**src/rtl/decoder_pkg.sv**
```systemverilog
// decoder_pkg
// Shared definitions for the decoder family.
//   state_t            : FSM state encoding (IDLE, DIRECT, SCAN)
//   clog2()            : ceiling log2, used to size counters from parameters
//   onehot_decode_bit(): one bit of a one-hot decode, so any output width can be
//                        built by looping over the output positions
package decoder_pkg;

  typedef enum logic [1:0] {
    IDLE   = 2'd0,
    DIRECT = 2'd1,
    SCAN   = 2'd2
  } state_t;

  // Ceiling log2; returns 0 for values of 0 or 1, callers clamp where needed
  function automatic int clog2(input int value);
    int result;
    int remaining;
    result    = 0;
    remaining = value - 1;
    while (remaining > 0) begin
      result    = result + 1;
      remaining = remaining >> 1;
    end
    return result;
  endfunction

  // Bit 'position' of the one-hot decode of 'index'
  function automatic logic onehot_decode_bit(input int unsigned index,
                                             input int unsigned position);
    return (index == position);
  endfunction

endpackage

```
**src/rtl/div_pulse.sv**
```systemverilog
// div_pulse
// Prescaler counting 0..DIV_CNT-1 while running; tc is high during the last
// count so the consumer can act on the same edge that wraps the counter.
//   clk : rising-edge clock
//   rst : synchronous active-high reset
//   clr : holds the counter at 0
//   run : advances the counter (ignored while clr is high)
//   tc  : one-cycle terminal-count pulse, combinational from the counter
module div_pulse
  import decoder_pkg::*;
#(
  parameter int DIV_CNT = 50_000
) (
  input  logic clk,
  input  logic rst,
  input  logic clr,
  input  logic run,
  output logic tc
);

  // A DIV_CNT of 1 still needs a one-bit counter that simply stays at 0
  localparam int CNT_W = (clog2(DIV_CNT) < 1) ? 1 : clog2(DIV_CNT);
  localparam logic [CNT_W-1:0] LAST = CNT_W'(DIV_CNT - 1);

  logic [CNT_W-1:0] cnt;
  logic             at_last;

  assign at_last = (cnt == LAST);
  assign tc      = run && !clr && at_last;

  // Counter wraps at LAST; clearing takes priority so a fresh run starts at 0
  always_ff @(posedge clk) begin
    if (rst || clr) begin
      cnt <= '0;
    end else if (run) begin
      if (at_last) begin
        cnt <= '0;
      end else begin
        cnt <= cnt + 1'b1;
      end
    end
  end

endmodule

```
**src/rtl/decoder_n_scan.sv**
```systemverilog
// decoder_n_scan
// SEL_W-to-2^SEL_W one-hot decoder with registered outputs, global enable,
// selectable output polarity and an autonomous scan mode for multiplexed
// displays.
//   sys_clk : rising-edge clock
//   sys_rst : synchronous active-high reset
//   en      : global enable, 0 forces out_0 inactive
//   mode    : 0 = direct index, 1 = scan
//   sel     : direct-mode index
//   sel_vld : load strobe for sel in direct mode
//   out_0   : registered decoded output (one-cold when ACTIVE_LOW)
//   idx     : registered current index
//   step    : one-cycle pulse on each scan advance
module decoder_n_scan
  import decoder_pkg::*;
#(
  parameter  int SEL_W      = 3,
  parameter  int DIV_CNT    = 50_000,
  parameter  bit ACTIVE_LOW = 1'b0,
  localparam int OUT_W      = 2 ** SEL_W
) (
  input  logic             sys_clk,
  input  logic             sys_rst,
  input  logic             en,
  input  logic             mode,
  input  logic [SEL_W-1:0] sel,
  input  logic             sel_vld,
  output logic [OUT_W-1:0] out_0,
  output logic [SEL_W-1:0] idx,
  output logic             step
);

  localparam logic [OUT_W-1:0] POL_MASK = {OUT_W{ACTIVE_LOW}};

  state_t           state_q;
  state_t           state_d;
  logic [SEL_W-1:0] idx_d;
  logic             step_d;
  logic [OUT_W-1:0] dec_d;
  logic             scan_tc;
  logic             scan_clr;
  logic             scan_run;

  // The prescaler only runs while already in SCAN, so it is guaranteed to be
  // at 0 on the cycle SCAN is entered
  assign scan_run = (state_q == SCAN);
  assign scan_clr = (state_q != SCAN);

  div_pulse #(
    .DIV_CNT (DIV_CNT)
  ) u_div_pulse (
    .clk (sys_clk),
    .rst (sys_rst),
    .clr (scan_clr),
    .run (scan_run),
    .tc  (scan_tc)
  );

  // State register
  always_ff @(posedge sys_clk) begin
    if (sys_rst) begin
      state_q <= IDLE;
    end else begin
      state_q <= state_d;
    end
  end

  // Next state follows en/mode directly; index actions are keyed on the state
  // being entered so that a load on a SCAN->DIRECT change wins, and a
  // terminal count on the way out of SCAN does not advance or pulse step
  always_comb begin
    state_d = state_q;
    idx_d   = idx;
    step_d  = 1'b0;
    dec_d   = '0;

    if (!en) begin
      state_d = IDLE;
    end else if (mode) begin
      state_d = SCAN;
    end else begin
      state_d = DIRECT;
    end

    if (state_d == DIRECT && sel_vld) begin
      idx_d = sel;
    end else if (state_d == SCAN && scan_tc) begin
      idx_d  = idx + 1'b1;
      step_d = 1'b1;
    end

    if (state_d != IDLE) begin
      for (int i = 0; i < OUT_W; i++) begin
        dec_d[i] = onehot_decode_bit(32'(idx_d), i);
      end
    end
  end

  // Index, step and output update together so they always agree; polarity is
  // applied as a final XOR
  always_ff @(posedge sys_clk) begin
    if (sys_rst) begin
      idx   <= '0;
      step  <= 1'b0;
      out_0 <= POL_MASK;
    end else begin
      idx   <= idx_d;
      step  <= step_d;
      out_0 <= dec_d ^ POL_MASK;
    end
  end

endmodule

```
**config.mk**
```make
export PLATFORM = sky130hd
export DESIGN_NAME = decoder_n_scan
export DESIGN_NICKNAME = d
export VERILOG_FILES = /design/src/rtl/decoder_pkg.sv /design/src/rtl/div_pulse.sv /design/src/rtl/decoder_n_scan.sv
export SDC_FILE = /design/constraint.sdc
export NUM_CORES = 1
export LEC_CHECK = 0
export CORE_MARGIN = 2
export CORE_UTILIZATION = 52
export CTS_CLUSTER_SIZE = 25
export DETAILED_ROUTE_END_ITERATION = 8
export PLACE_DENSITY = 0.84
export SYNTH_ARGS = -nofsm -noshare
export SYNTH_HDL_FRONTEND = slang
export SYNTH_SLANG_ARGS = --single-unit
```
**constraint.sdc**
```tcl
create_clock -name sys_clk -period 2.43 [get_ports sys_clk]
set_input_delay 0.3645 -clock sys_clk [delete_from_list [all_inputs] [get_ports sys_clk]]
set_output_delay 0.3645 -clock sys_clk [all_outputs]
set_load 0.01 [all_outputs]
```
==> impl_results.md <==
- Result of the run: completed
- Capturing element type of the critical path: flip-flop
- DRC: 0
- Clock network latency to the later pin of the worst-skew pair: 0.32 ns
- Highest metal layer with signal wires: met4
- Total clock buffers created by CTS: 5
- Fin worst setup slack: 0.382 ns
- P&R area growth vs syn: 17.8%
- Max-capacitance violation count: 0
- Met3 wirelength from detailed routing: 111 um
- RSZ-0062 raised after global routing: no
- Post-synth top flop: sky130_fd_sc_hd__dfxtp_1
- WL met1: 1.21 mm
- Final setup vio count: 0
- Share of total power in the clock network: 32.1%
- Part of the Yosys area used for sequential elements: 44.7%
- Internal cell power: 0.639 mW
- Weighted congestion at the end of routability-driven global placement: 0.764
- Fraction of the cycle the final worst path needs: 84.3%
- Worst vdd rail ir drop: 0.000324 V
- Maximum single-stage delay on the critical path: 0.41 ns
- Total power of the final layout: 0.831 mW
- Critical Path Source Type: flip-flop
- Via count of the first global-routing pass: 1,063
- Tightest Pin Transition: 0.534 ns
- Worst-path cell chain: ha_1 -> and3_2 -> and4_1 -> nand3_1 -> mux2i_1 -> nor3_1
- Max stage delay cell, worst path: sky130_fd_sc_hd__mux2i_1
- Switching component of the power: 0.192 mW
- Die height: 54.8 um
- Vias: 1,153
- Bufs and invs on worst path: 0
- Area inside the core boundary: 0.00245 sq mm
- Syn avg cell area: 9.02 sq um
- Clock transition at path regs: 0.08 ns
- Die Footprint: 0.00301 sq mm
- Total wirelength of the detailed-routed design: 2.78 mm
- Switching fraction of total power: 23.1%
- FMAX: 488 MHz
- Hold-fix buffers, CTS: 0
- Pin count of the biggest net entering global routing: 17
- Final Hold Viols: 0
- Leakage power: 0.567 nW
- Critical Path RT: 2.62 ns
- Minimum setup slack among reg-to-reg paths: 0.38 ns
- Maximum clock skew at final layout: 0.00339 ns
- Global-route wire length before repair: 4.54 mm
- Combinational share of power: 7.2%
- Dpl cells: 195
- PortBufs: 19
- Post-route minimum period: 2.05 ns
- Final count of pins violating max slew: 0
- Unique cell type count in the Yosys netlist: 36
- Worst hold margin: 0.446 ns
- Via density: 5.71
- Critical path class: reg2reg
- Synthesized area: 0.00134 sq mm
- Number of storage elements in the synthesis netlist: 30
- First-pass iteration count of the detailed router: 4
- Count of H-tree levels built during CTS: 2
- Average wire per cell in the routed design: 13.8 um
- Type of the tightest min-delay check: reg2reg
- Count of yosys warnings during synthesis: 0
- Post-synthesis instance total: 149
- Sequential Power Share: 60.6%
- Utilization after layout: 64.5%
- Power density over the cells: 525 mW/mm^2
- Initial core utilization: 54.7%
- Worst rel slew slack: 64.4%
- Synthesized Nets: 159
- # clock sinks: 30
- Number of setup buffers added after CTS: 0
- Number of synthesized flops with an enable pin: 0
- Antenna diode instance count: 0
- Worst slack, placed: 0.336 ns
- PostCTS Resize Cnt: 0
- Data arrival at the endpoint of the critical path: 2.24 ns
- Critical path fanouts, max: 9
- Setup TNS: 0 ns
- Global routing usage summed across all routing layers: 21.8%
- Count of placed standard cells in the final layout, fillers left out: 202
- Root buffer cell: sky130_fd_sc_hd__clkbuf_4
- Boundary Pins: 20
- Antenna violations before repair: 0
- Number of buffers between clock root and the deepest sink: 2
- CP top delay family: simple AND/OR/NAND/NOR gates
- Fraction of synthesis flops using an asynchronous set or reset pin: 0%
- Met2 Routed Length: 1.39 mm
- Final layout net count: 182
- Number of violations reported at the end of detailed-routing iteration 0: 10
- Congestion Overflow GR: 0
- Chip Width: 54.8 um
- Standard cell area after detailed placement: 0.00154 sq mm
- Post-DP HPWL: 2.04 mm
- Antenna-violating nets left: 0
- Number of placement rows: 18
- CTS tree: built
- Layout cells sized above 1: 5.81%
- Total non-filler cell area in the finished layout: 0.00158 sq mm
[metal layers]
| metal | vias up | track usage, % |
|---|---|---|
| li1 | 575 | - |
| met1 | 546 | 24.9 |
| met2 | 24 | 36.5 |
| met3 | 8 | 5.74 |
| met4 | 0 | 12.5 |
| met5 | - | 0 |
[power groups by stage]
stage | Combinational, mW | Clock (mW) | Sequential, mW
6_report | 0.0600 | 0.267 | 0.504
5_1_grt | 0.0661 | 0.289 | 0.505
4_1_cts | 0.0601 | 0.275 | 0.504
3_5_place_dp | 0.0599 | 0 | 0.515
3_3_place_gp | 0.0579 | 0 | 0.515
2_1_floorplan | 0.0272 | 0 | 0.517
[final timing paths]
path	start	end	cells after the start
setup reg to reg	u_div_pulse.cnt[0]$_SDFFE_PP0N_	out_0[4]$_SDFF_PP0_	6
setup / recovery	u_div_pulse.cnt[0]$_SDFFE_PP0N_	out_0[4]$_SDFF_PP0_	6
hold reg to reg	u_div_pulse.cnt[0]$_SDFFE_PP0N_	u_div_pulse.cnt[0]$_SDFFE_PP0N_	1
hold / removal	u_div_pulse.cnt[0]$_SDFFE_PP0N_	u_div_pulse.cnt[0]$_SDFFE_PP0N_	1
[cells by family (layout without fill, tap and decap cells)]
| kind of cell | count (synthesis) | in the layout | share of synthesized area (%) |
|---|---|---|---|
| fa+ha+maj | 2 | 2 | 1.86 |
| mux | 2 | 2 | 1.86 |
| flops | 30 | 30 | 44.7 |
| buf+inv | 5 | 28 | 3.07 |
| xor+xnor | 11 | 11 | 7.17 |
| simple gates | 83 | 83 | 34.3 |
| compound gates | 16 | 16 | 7.08 |
[placed cells by master, fill, tap and decap left out, types with 5 or more instances in the layout]
cell type	Yosys	routed
sky130_fd_sc_hd__clkdlybuf4s50_1	0	19
sky130_fd_sc_hd__nor3_1	12	12
sky130_fd_sc_hd__nand3_1	5	5
sky130_fd_sc_hd__nand4_1	5	5
sky130_fd_sc_hd__clkbuf_4	0	5
sky130_fd_sc_hd__dfxtp_1	30	30
sky130_fd_sc_hd__a21oi_1	5	5
sky130_fd_sc_hd__nand2_1	14	14
sky130_fd_sc_hd__xor2_1	7	7
sky130_fd_sc_hd__o21ai_0	5	5
sky130_fd_sc_hd__nor2_1	18	18
[cell usage after synthesis, types with 3 or more instances]
cell / n / area share, %
sky130_fd_sc_hd__or3_1: 4 / 1.9
sky130_fd_sc_hd__a211oi_1: 3 / 1.7
sky130_fd_sc_hd__and3_1: 3 / 1.4
sky130_fd_sc_hd__buf_6: 3 / 2.5
sky130_fd_sc_hd__xor2_1: 7 / 4.6
sky130_fd_sc_hd__nand4_1: 5 / 2.3
sky130_fd_sc_hd__xnor2_1: 4 / 2.6
sky130_fd_sc_hd__nor2_1: 18 / 5.0
sky130_fd_sc_hd__dfxtp_1: 30 / 45
sky130_fd_sc_hd__nor3_1: 12 / 4.5
sky130_fd_sc_hd__nand2_1: 14 / 3.9
sky130_fd_sc_hd__nand3_1: 5 / 1.9
sky130_fd_sc_hd__a21oi_1: 5 / 1.9
sky130_fd_sc_hd__o21ai_0: 5 / 1.9
[state kept, by name (all words and copies together), names as in the netlist]
name             flops
step                 1
state_q              2
u_div_pulse.cnt     16
out_0                8
idx                  3
[cell type report]
type	instances	area (sq um)
multi-input cells	114	702
clock buffers	7	45.0
inverters	2	7.51
repair buffers	19	190
well taps	30	37.5
flip-flops and latches	30	601
fillers	207	872
(Power assumes the default switching activity.)
